## src/rtl/flash_qspi_reader.sv

```systemverilog
// flash_qspi_reader: single-word quad-I/O fast read (0xEB) sequencer for an
// SST26-class serial flash. One 24-bit request in, one little-endian 32-bit
// word out. SCK runs at HCLK/2; every pad output comes straight from a flop.
module flash_qspi_reader #(
    parameter int unsigned DUMMY_CYCLES = 4,
    parameter int unsigned CS_HIGH_MIN  = 2,
    parameter logic [7:0]  MODE_BYTE    = 8'hFF
) (
    input  logic        HCLK,
    input  logic        HRESETn,
    input  logic        req_valid,
    output logic        req_ready,
    input  logic [23:0] req_addr,
    output logic [31:0] rdata,
    output logic        rdata_valid,
    output logic        busy,
    input  logic [3:0]  fdi,
    output logic [3:0]  fdo,
    output logic        fdoe,
    output logic        fsclk,
    output logic        fcen
);

    localparam logic [7:0]  CMD_QIO_READ = 8'hEB;
    localparam int unsigned CNT_MAX      = (DUMMY_CYCLES > 8) ? DUMMY_CYCLES : 8;
    localparam int unsigned CNT_W        = $clog2(CNT_MAX);
    localparam int unsigned CSC_W        = (CS_HIGH_MIN > 1) ? $clog2(CS_HIGH_MIN + 1) : 1;
    // The accepting IDLE cycle is itself a CS-high cycle, so readiness needs
    // only CS_HIGH_MIN-1 earlier high cycles.
    localparam logic [CSC_W-1:0] CS_THR  = CSC_W'(CS_HIGH_MIN - 1);

    typedef enum logic [2:0] {
        S_IDLE,
        S_CMD,
        S_ADDR,
        S_MODE,
        S_DUMMY,
        S_DATA,
        S_CSH
    } state_e;

    state_e             state_q, state_d;
    logic               phase_q, phase_d;      // 0: SCK low half, 1: SCK high half
    logic [CNT_W-1:0]   cnt_q, cnt_d;          // SCK count within the current phase
    logic [23:0]        addr_q, addr_d;
    logic [31:0]        data_q, data_d;        // assembly buffer, never visible
    logic [31:0]        rdata_q, rdata_d;
    logic               rdata_valid_q, rdata_valid_d;
    logic [CSC_W-1:0]   cs_cnt_q, cs_cnt_d;    // CS-high cycles already elapsed
    logic               fcen_q, fcen_d;
    logic               fsclk_q, fsclk_d;
    logic               fdoe_q, fdoe_d;
    logic [3:0]         fdo_q, fdo_d;
    logic               busy_q, busy_d;
    logic [4:0]         nib_pos;

    // Last SCK index of each serial phase.
    function automatic logic [CNT_W-1:0] last_cnt(input state_e s);
        case (s)
            S_CMD:   last_cnt = CNT_W'(7);
            S_ADDR:  last_cnt = CNT_W'(5);
            S_MODE:  last_cnt = CNT_W'(1);
            S_DUMMY: last_cnt = CNT_W'(DUMMY_CYCLES - 1);
            default: last_cnt = CNT_W'(7);
        endcase
    endfunction

    // Phase order of the transaction.
    function automatic state_e next_phase(input state_e s);
        case (s)
            S_CMD:   next_phase = S_ADDR;
            S_ADDR:  next_phase = S_MODE;
            S_MODE:  next_phase = S_DUMMY;
            S_DUMMY: next_phase = S_DATA;
            S_DATA:  next_phase = S_CSH;
            default: next_phase = S_IDLE;
        endcase
    endfunction

    // Address nibble n, most significant first.
    function automatic logic [3:0] addr_nibble(input logic [23:0] a, input logic [2:0] n);
        case (n)
            3'd0:    addr_nibble = a[23:20];
            3'd1:    addr_nibble = a[19:16];
            3'd2:    addr_nibble = a[15:12];
            3'd3:    addr_nibble = a[11:8];
            3'd4:    addr_nibble = a[7:4];
            3'd5:    addr_nibble = a[3:0];
            default: addr_nibble = 4'hF;
        endcase
    endfunction

    // Next-state, SCK sequencing, CS-high timing and read-data assembly.
    always_comb begin
        state_d       = state_q;
        phase_d       = phase_q;
        cnt_d         = cnt_q;
        addr_d        = addr_q;
        data_d        = data_q;
        rdata_d       = rdata_q;
        rdata_valid_d = 1'b0;
        cs_cnt_d      = cs_cnt_q;
        req_ready     = (state_q == S_IDLE) && (cs_cnt_q >= CS_THR);
        // Byte k = cnt/2 lands at [8k+7:8k]; even nibble is the high half.
        nib_pos       = {cnt_q[2:1], ~cnt_q[0], 2'b00};

        if ((state_q == S_IDLE || state_q == S_CSH) && cs_cnt_q < CS_THR)
            cs_cnt_d = cs_cnt_q + 1'b1;

        case (state_q)
            S_IDLE: begin
                if (req_valid && req_ready) begin
                    addr_d   = req_addr;
                    state_d  = S_CMD;
                    phase_d  = 1'b0;
                    cnt_d    = '0;
                    cs_cnt_d = '0;
                end
            end
            S_CSH: begin
                // Remaining CS-high time is counted in IDLE via cs_cnt.
                state_d = S_IDLE;
            end
            default: begin
                if (!phase_q) begin
                    phase_d = 1'b1;
                end else begin
                    phase_d = 1'b0;
                    if (state_q == S_DATA)
                        data_d[nib_pos +: 4] = fdi;
                    if (cnt_q == last_cnt(state_q)) begin
                        cnt_d   = '0;
                        state_d = next_phase(state_q);
                        if (state_q == S_DATA) begin
                            rdata_d       = data_d;
                            rdata_valid_d = 1'b1;
                        end
                    end else begin
                        cnt_d = cnt_q + 1'b1;
                    end
                end
            end
        endcase
    end

    // Pad values for the coming cycle, decoded from the next state so they register cleanly.
    always_comb begin
        fcen_d  = (state_d == S_IDLE) || (state_d == S_CSH);
        busy_d  = !fcen_d;
        fsclk_d = !fcen_d && phase_d;
        fdoe_d  = (state_d == S_CMD) || (state_d == S_ADDR) || (state_d == S_MODE);
        fdo_d   = 4'hF;
        case (state_d)
            S_CMD:   fdo_d = {3'b111, CMD_QIO_READ[3'd7 - cnt_d[2:0]]};
            S_ADDR:  fdo_d = addr_nibble(addr_d, cnt_d[2:0]);
            S_MODE:  fdo_d = cnt_d[0] ? MODE_BYTE[3:0] : MODE_BYTE[7:4];
            default: fdo_d = 4'hF;
        endcase
    end

    // State and output registers; reset drops the flash bus to idle immediately.
    always_ff @(posedge HCLK or negedge HRESETn) begin
        if (!HRESETn) begin
            state_q       <= S_IDLE;
            phase_q       <= 1'b0;
            cnt_q         <= '0;
            addr_q        <= '0;
            data_q        <= '0;
            rdata_q       <= '0;
            rdata_valid_q <= 1'b0;
            cs_cnt_q      <= CS_THR;
            fcen_q        <= 1'b1;
            fsclk_q       <= 1'b0;
            fdoe_q        <= 1'b0;
            fdo_q         <= 4'hF;
            busy_q        <= 1'b0;
        end else begin
            state_q       <= state_d;
            phase_q       <= phase_d;
            cnt_q         <= cnt_d;
            addr_q        <= addr_d;
            data_q        <= data_d;
            rdata_q       <= rdata_d;
            rdata_valid_q <= rdata_valid_d;
            cs_cnt_q      <= cs_cnt_d;
            fcen_q        <= fcen_d;
            fsclk_q       <= fsclk_d;
            fdoe_q        <= fdoe_d;
            fdo_q         <= fdo_d;
            busy_q        <= busy_d;
        end
    end

    assign rdata       = rdata_q;
    assign rdata_valid = rdata_valid_q;
    assign busy        = busy_q;
    assign fcen        = fcen_q;
    assign fsclk       = fsclk_q;
    assign fdoe        = fdoe_q;
    assign fdo         = fdo_q;

endmodule

```

## config.mk

```make
export PLATFORM = sky130hd
export DESIGN_NAME = flash_qspi_reader
export DESIGN_NICKNAME = d
export VERILOG_FILES = /design/src/rtl/flash_qspi_reader.sv
export SDC_FILE = /design/constraint.sdc
export NUM_CORES = 1
export LEC_CHECK = 0
export CAP_MARGIN = 20
export CORE_MARGIN = 3
export CORE_UTILIZATION = 54
export CTS_CLUSTER_SIZE = 16
export DETAILED_ROUTE_END_ITERATION = 8
export PLACE_DENSITY_LB_ADDON = 0.1
export SYNTH_ARGS = -nofsm -noshare
export SYNTH_HDL_FRONTEND = slang
export SYNTH_SLANG_ARGS = --single-unit
```

## constraint.sdc

```tcl
create_clock -name HCLK -period 3.4 [get_ports HCLK]
set_clock_uncertainty 0.2 [all_clocks]
set_input_delay 0.34 -clock HCLK [delete_from_list [all_inputs] [get_ports HCLK]]
set_output_delay 0.34 -clock HCLK [all_outputs]
set_load 0.01 [all_outputs]
```

==> metrics, run 1 <==
GR Util met3=0.0300; clk sinks=around 110; Vias/cell=around 5.6; max cap viols=0; Critical Path End Type=flop; RSZ-0062 raised after global routing=false; Min-Delay Path Class=reg -> reg; hold_ws=approximately 0.28 ns; Placer Congestion=0.883; Ports=73; measured slew at the worst slew-check pin=about 0.6 ns; share of layout cells above drive strength 1=0.165; Filler cells=roughly 740; # rows=34; initial antenna violation count=0; first-pass GRT wire length=about 18,000 um; hpwl dp=7390 um; pwr/cell area=approximately 360 nW/um^2; H-Tree Depth=3; Die Wd=102 um; vias in the first global route=3,756; clk buf depth=2; GR Util met2=0.362; met1 Usage GRT=0.282; Core Area=8810 um^2; Clock transition at path regs=about 0.10 ns; Post-synth EDFFs=0; slowest CP cell=dfrtp_1; worst endpoint data arrival time=approximately 3 ns; initial drt markers=140; Yosys reg bits=106; # diodes=0; Synth cell types=45; clk root buf=clkbuf_8; Final nets=around 580; die height=102 um; worst path required time=approximately 3.5 ns; Antenna Nets Post-Route=0; die area=approximately 10,000 um^2; Critical Path Start Type=flop; most frequent cells in the layout=dfrtp_1 (100), clkdlybuf4s50_1 (71), nand2_1 (61); Clock power frac=0.368; number of synthesis warnings=0; largest net degree at the start of global routing=66; final max-slew violation count=0; Setup violations, final=0; CTS Buf Count=9; Internal Power=1660 uW; VDD IR max=around 0.20 mV; Post-DP Area=approximately 5800 um^2; Fin. Hold Viols=0; Skew-Pair Late Insertion Delay=roughly 0.36 ns; Rel. slew slack=0.597; GRT busiest layer=met2; Comb pwr share=0.044; DRC=0; Leakage=0.00274 uW; Switch Pwr=roughly 500 uW; Vias=3,638; CTS tree=done; Critical Path Fanout Max=9; synthesized area=~5000 um^2; Mapped Cells=around 470; achievable clock frequency=roughly 0.33 GHz; crit-path cells=inv_1 -> ha_1 -> ha_1 -> nor3b_2 -> nand2_1 -> nor2_1 -> mux2_2; min Tclk post-route=between 3 and 4 ns; commonest non-fill, non-tap cell in the layout=dfrtp_1; sequential fraction of the synthesis area=0.537; Routed WL=10,300 um; Async SR Flop Fraction=1.00; Reg power frac=0.589; slowest stage delay, CP=~0.48 ns; Fin Setup TNS=0 ns; DR WL/cell=15.8 um; sw frac=0.232; cell repeated most along the worst path=ha_1; status=finished, final reports clean; Layout Cell Area excl Fill=6010 um^2; Area growth, synth to finish=21.2%; first-pass iteration count of the detailed router=4; Final Power=2170 uW; mean area per synthesized cell=about 11 um^2; starting density of the core=0.563; ys flop type=dfrtp_1; grt total ovfl=0; Total GRT Usage=0.215; Crit Path Class=reg -> reg; fin crit share=0.886; syn nets=505; # port buffers=slightly above 70
power by group through the flow:
| stage | clock (uW) | combinational [uW] | sequential [uW] |
|---|---|---|---|
| 2_1_floorplan | 0 | 22.5 | 1300 |
| 3_3_place_gp | 0 | 94.6 | 1300 |
| 3_5_place_dp | 0 | 96.0 | 1300 |
| 4_1_cts | 815 | 97.3 | 1280 |
| 5_1_grt | 867 | 105 | 1280 |
| 6_report | 797 | 94.4 | 1280 |
final cells by class:
class,count,area [um^2],area share
sequential,106,2660,0.443
multi-input combinational,329,2160,0.359
clock inverter,7,73.8,0.0123
timing repair buffer,84,823,0.137
inverter,9,33.8,0.00562
tap,108,135,0.0225
clock buffer,9,124,0.0206
synth_stat cells, drive strengths merged (3+ instances only):
library cell	count	area, um^2
nand2	61	229
buf	14	77.6
clkbuf	9	33.8
nor3	17	85.1
dfrtp	100	2500
o21ai	7	35.0
ha	7	87.6
nor4	3	25.0
a21oi	44	220
mux2i	30	300
nor2	58	218
inv	9	33.8
a31oi	8	65.1
mux2	45	507
o211ai	4	43.8
xnor2	3	26.3
nand2b	6	37.5
dfstp	6	158
nand3	12	60.1
flip-flops by register name, summed over array words and instances, names as in the netlist:
| name | cells |
|---|---|
| addr_q | 24 |
| busy | 1 |
| cnt_q | 3 |
| cs_cnt_q | 2 |
| data_q | 32 |
| fcen | 1 |
| fdo | 4 |
| fdoe | 1 |
| fsclk | 1 |
| phase_q | 1 |
| rdata | 32 |
| rdata_valid | 1 |
| state_q | 3 |
per-layer routing:
| metal | part of all wire | routed length, um |
|---|---|---|
| met1 | 0.43 | 4460 |
| met5 | 0 | 0 |
| met3 | 0.039 | 398 |
| met2 | 0.50 | 5200 |
| met4 | 0.025 | 260 |
critical path: cells and delay by family (launching register included):
kind          cells  cell delay [ns]
flops             1             0.48
buf+inv           1             0.15
simple gates      3             1.15
mux               1             0.39
fa+ha+maj         2             0.53
final timing paths:
kind	start	endpoint	slack, ns	cells past startpoint
max in group asynchronous	HRESETn	fdo[2]	1.92	3
setup reg to reg	cnt_q[1]	data_q[9]	0.39	7
hold reg to reg	addr_q[4]	addr_q[4]	0.28	2
min in group asynchronous	HRESETn	rdata_valid	0.30	2
setup / recovery	cnt_q[1]	data_q[9]	0.39	7
hold / removal	addr_q[4]	addr_q[4]	0.28	2
stage by stage:
stage                     utilization  setup slack [ns]  instances
after floorplan                     -             0.493        467
after global placement          0.659             0.457        635
after detailed placement        0.659             0.386        635
after CTS                       0.682             0.356        652
after global routing            0.682             0.126        652
final                           0.682             0.388        652
cell families after synthesis:
group | after synthesis | share of synthesized area
DFF | 106 | 0.537
AOI/OAI and AO/OA | 77 | 0.100
and+or+nand+nor | 166 | 0.147
adders and majority gates | 7 | 0.0177
buffers and inverters | 32 | 0.0293
xor gates and xnor gates | 4 | 0.00707
muxes | 75 | 0.163
timing repair:
item	4_1_cts	5_1_grt
resized for setup	0	0
hold endpoints to repair	38	0
buffers inserted	0	0
hold buffers	1	0
Power figures use the tool's default switching activity.
==> inputs of run 2 (changes only) <==
--- a/config.mk
+++ b/config.mk
@@ -5,10 +5,11 @@
 export SDC_FILE = /design/constraint.sdc
 export NUM_CORES = 1
 export LEC_CHECK = 0
+export ABC_CLOCK_PERIOD_IN_PS = 3400
 export CAP_MARGIN = 20
 export CORE_MARGIN = 3
 export CORE_UTILIZATION = 54
-export CTS_CLUSTER_SIZE = 16
+export CTS_CLUSTER_SIZE = 8
 export DETAILED_ROUTE_END_ITERATION = 8
 export PLACE_DENSITY_LB_ADDON = 0.1
 export SYNTH_ARGS = -nofsm -noshare
==> results of run 2 <==
Final layout, timing and power as in run 1 (identical DEF).
